==> src/rtl/edge_sync.sv <==
// Two-flop synchronizer plus history flop for an asynchronous input.
// Produces a one-clock pulse on each synchronized rising edge.
module edge_sync (
   input  logic clk,
   input  logic rst_n,
   input  logic din,
   output logic rise
);

   logic s1_r;
   logic s2_r;
   logic s3_r;

   // Metastability chain followed by the history flop used for edge detection
   always_ff @(posedge clk or negedge rst_n) begin
      if (!rst_n) begin
         s1_r <= 1'b0;
         s2_r <= 1'b0;
         s3_r <= 1'b0;
      end else begin
         s1_r <= din;
         s2_r <= s1_r;
         s3_r <= s2_r;
      end
   end

   assign rise = s2_r & ~s3_r;

endmodule

==> src/rtl/freq_meter.sv <==
// Frequency meter: counts synchronized rising edges of sig_in over a fixed
// gate window of GATE_CYCLES clocks and publishes the result once per window.
module freq_meter #(
   parameter int unsigned CLK_FREQ = 32'd50_000_000,
   parameter int unsigned GATE_MS  = 32'd1000,
   parameter int unsigned CNT_W    = 32'd32
) (
   input  logic             clk,
   input  logic             rst_n,
   input  logic             enable,
   input  logic             sig_in,
   output logic [CNT_W-1:0] count,
   output logic             count_valid,
   output logic             overflow,
   output logic             busy
);

   typedef enum logic {
      IDLE    = 1'b0,
      MEASURE = 1'b1
   } state_t;

   localparam int unsigned      GATE_CYCLES = (CLK_FREQ / 32'd1000) * GATE_MS;
   localparam logic [31:0]      GATE_LAST   = 32'(GATE_CYCLES - 32'd1);
   localparam logic [CNT_W-1:0] CNT_ONE     = {{(CNT_W-1){1'b0}}, 1'b1};
   localparam logic [CNT_W-1:0] CNT_ALL1    = {CNT_W{1'b1}};

   state_t             state_r, state_s;
   logic [31:0]        gate_cnt_r, gate_cnt_s;
   logic [CNT_W-1:0]   edge_cnt_r, edge_cnt_s;
   logic               win_ovf_r, win_ovf_s;
   logic [CNT_W-1:0]   count_r, count_s;
   logic               count_valid_r, count_valid_s;
   logic               overflow_r, overflow_s;
   logic               rise_s;
   logic [CNT_W-1:0]   edge_next_s;
   logic               ovf_hit_s;

   edge_sync u_edge_sync (
      .clk   (clk),
      .rst_n (rst_n),
      .din   (sig_in),
      .rise  (rise_s)
   );

   // Saturating edge count including this cycle's edge, so the terminal cycle can publish it
   always_comb begin
      edge_next_s = edge_cnt_r;
      ovf_hit_s   = 1'b0;
      if (rise_s) begin
         if (edge_cnt_r == CNT_ALL1) begin
            ovf_hit_s = 1'b1;
         end else begin
            edge_next_s = edge_cnt_r + CNT_ONE;
         end
      end else begin
         edge_next_s = edge_cnt_r;
      end
   end

   // Next-state and next-value logic for the gate window controller
   always_comb begin
      state_s       = state_r;
      gate_cnt_s    = gate_cnt_r;
      edge_cnt_s    = edge_cnt_r;
      win_ovf_s     = win_ovf_r;
      count_s       = count_r;
      count_valid_s = 1'b0;
      overflow_s    = overflow_r;
      case (state_r)
         IDLE: begin
            gate_cnt_s = 32'd0;
            edge_cnt_s = {CNT_W{1'b0}};
            win_ovf_s  = 1'b0;
            if (enable) begin
               state_s = MEASURE;
            end else begin
               state_s = IDLE;
            end
         end
         MEASURE: begin
            if (gate_cnt_r == GATE_LAST) begin
               // Publish even if enable just dropped; the window is complete
               count_s       = edge_next_s;
               count_valid_s = 1'b1;
               overflow_s    = overflow_r | win_ovf_r | ovf_hit_s;
               gate_cnt_s    = 32'd0;
               edge_cnt_s    = {CNT_W{1'b0}};
               win_ovf_s     = 1'b0;
               if (enable) begin
                  state_s = MEASURE;
               end else begin
                  state_s = IDLE;
               end
            end else if (!enable) begin
               state_s    = IDLE;
               gate_cnt_s = 32'd0;
               edge_cnt_s = {CNT_W{1'b0}};
               win_ovf_s  = 1'b0;
            end else begin
               gate_cnt_s = gate_cnt_r + 32'd1;
               edge_cnt_s = edge_next_s;
               win_ovf_s  = win_ovf_r | ovf_hit_s;
            end
         end
         default: begin
            state_s    = IDLE;
            gate_cnt_s = 32'd0;
            edge_cnt_s = {CNT_W{1'b0}};
            win_ovf_s  = 1'b0;
         end
      endcase
   end

   // State and datapath registers
   always_ff @(posedge clk or negedge rst_n) begin
      if (!rst_n) begin
         state_r       <= IDLE;
         gate_cnt_r    <= 32'd0;
         edge_cnt_r    <= {CNT_W{1'b0}};
         win_ovf_r     <= 1'b0;
         count_r       <= {CNT_W{1'b0}};
         count_valid_r <= 1'b0;
         overflow_r    <= 1'b0;
      end else begin
         state_r       <= state_s;
         gate_cnt_r    <= gate_cnt_s;
         edge_cnt_r    <= edge_cnt_s;
         win_ovf_r     <= win_ovf_s;
         count_r       <= count_s;
         count_valid_r <= count_valid_s;
         overflow_r    <= overflow_s;
      end
   end

   assign count       = count_r;
   assign count_valid = count_valid_r;
   assign overflow    = overflow_r;
   assign busy        = (state_r == MEASURE);

endmodule

==> config.mk <==
export PLATFORM = sky130hd
export DESIGN_NAME = freq_meter
export DESIGN_NICKNAME = d
export VERILOG_FILES = /design/src/rtl/edge_sync.sv /design/src/rtl/freq_meter.sv
export SDC_FILE = /design/constraint.sdc
export NUM_CORES = 1
export LEC_CHECK = 0
export CAP_MARGIN = 20
export CORE_ASPECT_RATIO = 0.8
export CORE_UTILIZATION = 55
export CTS_BUF_LIST = sky130_fd_sc_hd__clkbuf_16
export CTS_CLUSTER_DIAMETER = 60
export DETAILED_ROUTE_END_ITERATION = 6
export MAX_ROUTING_LAYER = met4
export PLACE_DENSITY_LB_ADDON = 0.3
export SLEW_MARGIN = 0
export SYNTH_ARGS = -nofsm -noshare
export SYNTH_HDL_FRONTEND = slang
export SYNTH_SLANG_ARGS = --single-unit
==> constraint.sdc <==
create_clock -name clk -period 5 [get_ports clk]
set_clock_uncertainty 0.15 [all_clocks]
set_input_delay 1 -clock clk [delete_from_list [all_inputs] [get_ports clk]]
set_output_delay 1 -clock clk [all_outputs]
set_load 0.03 [all_outputs]
==> metrics.yaml <==
path_clk_slew_ns: 0.07
hold_violations: 0
grt_pass1_vias: 3442
cts.path.max_buffers: 2
finalMaxSlewViolations: 0
yosysSeqAreaShare: 0.551
synth_ff_type: "dfrtp_1"
crit_arrival_ns: 2.82
worstHoldStart: "u_edge_sync.s1_r"
die_height_um: 84.5
p_clk_frac: 0.450
core-area_um2: 8090
route.detailed.drc: 0
critPathCaptureType: "flop"
synth_area_um2: 4680
tightest_slew_ns: 0.948
crit_fanout: 11
dp_hpwl_um: 6530
syn_inst: 481
p_sw_frac: 0.221
initial_utilization: 0.578
fin_crit_ns: 2.78
worst-path-buf-inv: 0
pwr-share-seq: 0.528
dr_total_vias: 3618
irDropWorstVdd_v: 0.000156
num_rows: 29
cts_tree: "yes"
root_buffer: "clkbuf_16"
maxSlewHeadroom: 0.366
synth_edf_count: 0
grt.overflow.total: 0
whs_path_depth: 0
gp_congestion: 0.864
synth_fp_nets: 487
grt_first_pass_wirelength_um: 17100
synth.ff_latch_count: 103
first_pass_iters: 5
setup_viol: 0
crit_slowest_cell: "nor2b_1"
p_per_area_nw_per_um2: 292
post_cts_buffers: 0
cts-resized-gates: 0
post_drt_wl_per_cell_um: 16.1
ys_types: 37
antenna_found_initial: 0
status: "finished, final reports clean"
r2r_start: "u_edge_sync.s2_r"
critPathTopFamily: "simple AND/OR/NAND/NOR gates"
drtAntennaViolNets: 0
period_share: 0.556
die_w_um: 105
routed_via_density: 5.75
grt_max_degree: 74
clock.fmax_mhz: 360
critPathLaunchType: "flop"
crit_required_ns: 5.04
drive_gt1_frac: 0.0595
antenna_cells: 0
grt_usage: 0.256
finalPower_mw: 1.58
critPathKind: "flop to flop"
grt_setup_unrepaired: "no"
portBuffers: 38
internal_power_mw: 1.24
reg2reg_depth: 6
path_cells: "nor2b_1, nand2_1, nor4_1, nand3_1, mux2i_1, o21ai_0"
min_path_type: "flop to flop"
h-tree-depth: 3
rrSetupSlack_ns: 2.22
drt_wl_total_um: 10200
clock-sinks: 103
ctsHoldBuffers: 0
max_stage_delay_ns: 0.69
combPwrFrac: 0.021
critical_path_depth: 6
drtIter0Drc: 340
ios: 39
cap_violations: 0
die-area_um2: 8880
syn2layout_area_growth_pct: 16.1
cts_buffers: 9
p_switching_uw: 350
min_to: "u_edge_sync.s2_r"
yosysWarnings: 0
p_leak_nw: 2.18
synthArstFlopShare: 1.00
layout.nets: 522
syn_area_per_cell_um2: 9.73
rr_endpoint: "count[30]"
setup-tns-final_ns: 0
insertion_delay_ns: 0.35
==> placed cells by master, fill, tap and decap left out, drive strengths merged, types with 11 or more instances in the layout <==
cell           Yosys  routed
nor3              12      12
o21ai             33      33
xor2              25      25
nand3             32      32
nand4             16      16
nor4              13      13
xnor2             33      33
dfrtp            103     103
inv                7      11
clkdlybuf4s50      0      37
nand2             63      63
nor2              86      86
==> synthesized netlist by cell type (3+ instances only) <==
master / instances / area [um^2]
nand4_1: 16 / 100
nor2_1: 86 / 323
o21ai_0: 28 / 140
mux2i_1: 3 / 30.0
nand2_1: 63 / 236
xor2_1: 25 / 219
xnor2_1: 33 / 289
and3_1: 9 / 56.3
buf_2: 6 / 30.0
clkbuf_1: 9 / 33.8
nand3b_1: 3 / 22.5
o21ai_1: 4 / 20.0
dfrtp_1: 103 / 2580
nor4_1: 11 / 68.8
inv_1: 7 / 26.3
and4_1: 4 / 35.0
nand3_1: 32 / 160
nor3_1: 12 / 60.1
and4_4: 3 / 33.8
==> worst max-delay path by stage <==
stage / to / startpoint
2_1_floorplan: count[11] / edge_cnt_r[16]
3_5_place_dp: count[20] / gate_cnt_r[0]
6_report: count[30] / u_edge_sync.s2_r
4_1_cts: count[28] / gate_cnt_r[0]
5_1_grt: count[28] / gate_cnt_r[0]
3_3_place_gp: gate_cnt_r[4] / enable
==> power by group through the flow <==
stage | Sequential [mW] | Combinational (mW) | Clock (mW)
final | 0.838 | 0.0340 | 0.713
after detailed placement | 0.854 | 0.0354 | 0
after CTS | 0.838 | 0.0354 | 0.721
after global routing | 0.837 | 0.0395 | 0.757
after floorplan | 0.854 | 0.0121 | 0
after global placement | 0.853 | 0.0349 | 0
==> layout make-up <==
cell class / count / area (um^2)
flip-flops and latches: 103 / 2580
fillers: 624 / 2660
well taps: 108 / 135
clock buffers: 9 / 225
clock inverters: 7 / 77.6
inverters: 7 / 26.3
repair buffers: 41 / 400
multi-input cells: 354 / 1990
==> logic make-up after synthesis <==
kind of cell	count (synthesis)	synth area share
simple gates	253	0.260
flops	103	0.551
xor+xnor	58	0.109
compound gates	38	0.0452
buf+inv	24	0.0241
mux	3	0.00642
fa+ha+maj	2	0.00535
==> through the flow <==
| stage | std cells | area, um^2 | util | hold WS, ns | setup WS [ns] |
|---|---|---|---|---|---|
| 2_1_floorplan | 481 | 4680 | - | 0.181 | 2.89 |
| 3_3_place_gp | 613 | 5130 | 0.634 | 0.185 | 2.50 |
| 3_5_place_dp | 613 | 5130 | 0.634 | 0.189 | 2.32 |
| 4_1_cts | 629 | 5430 | 0.671 | 0.205 | 2.22 |
| 5_1_grt | 629 | 5430 | 0.671 | 0.233 | 2.09 |
| 6_report | 629 | 5430 | 0.671 | 0.205 | 2.22 |
==> routing by layer <==
| metal | track usage | share of wire | up-vias |
|---|---|---|---|
| met1 | 0.367 | 0.49 | 1747 |
| li1 | - | - | 1696 |
| met5 | - | 0 | - |
| met4 | 0.0807 | 0.016 | 0 |
| met3 | 0.0474 | 0.055 | 23 |
| met2 | 0.372 | 0.44 | 152 |
No activity file was read; power rests on OpenSTA's default activity.
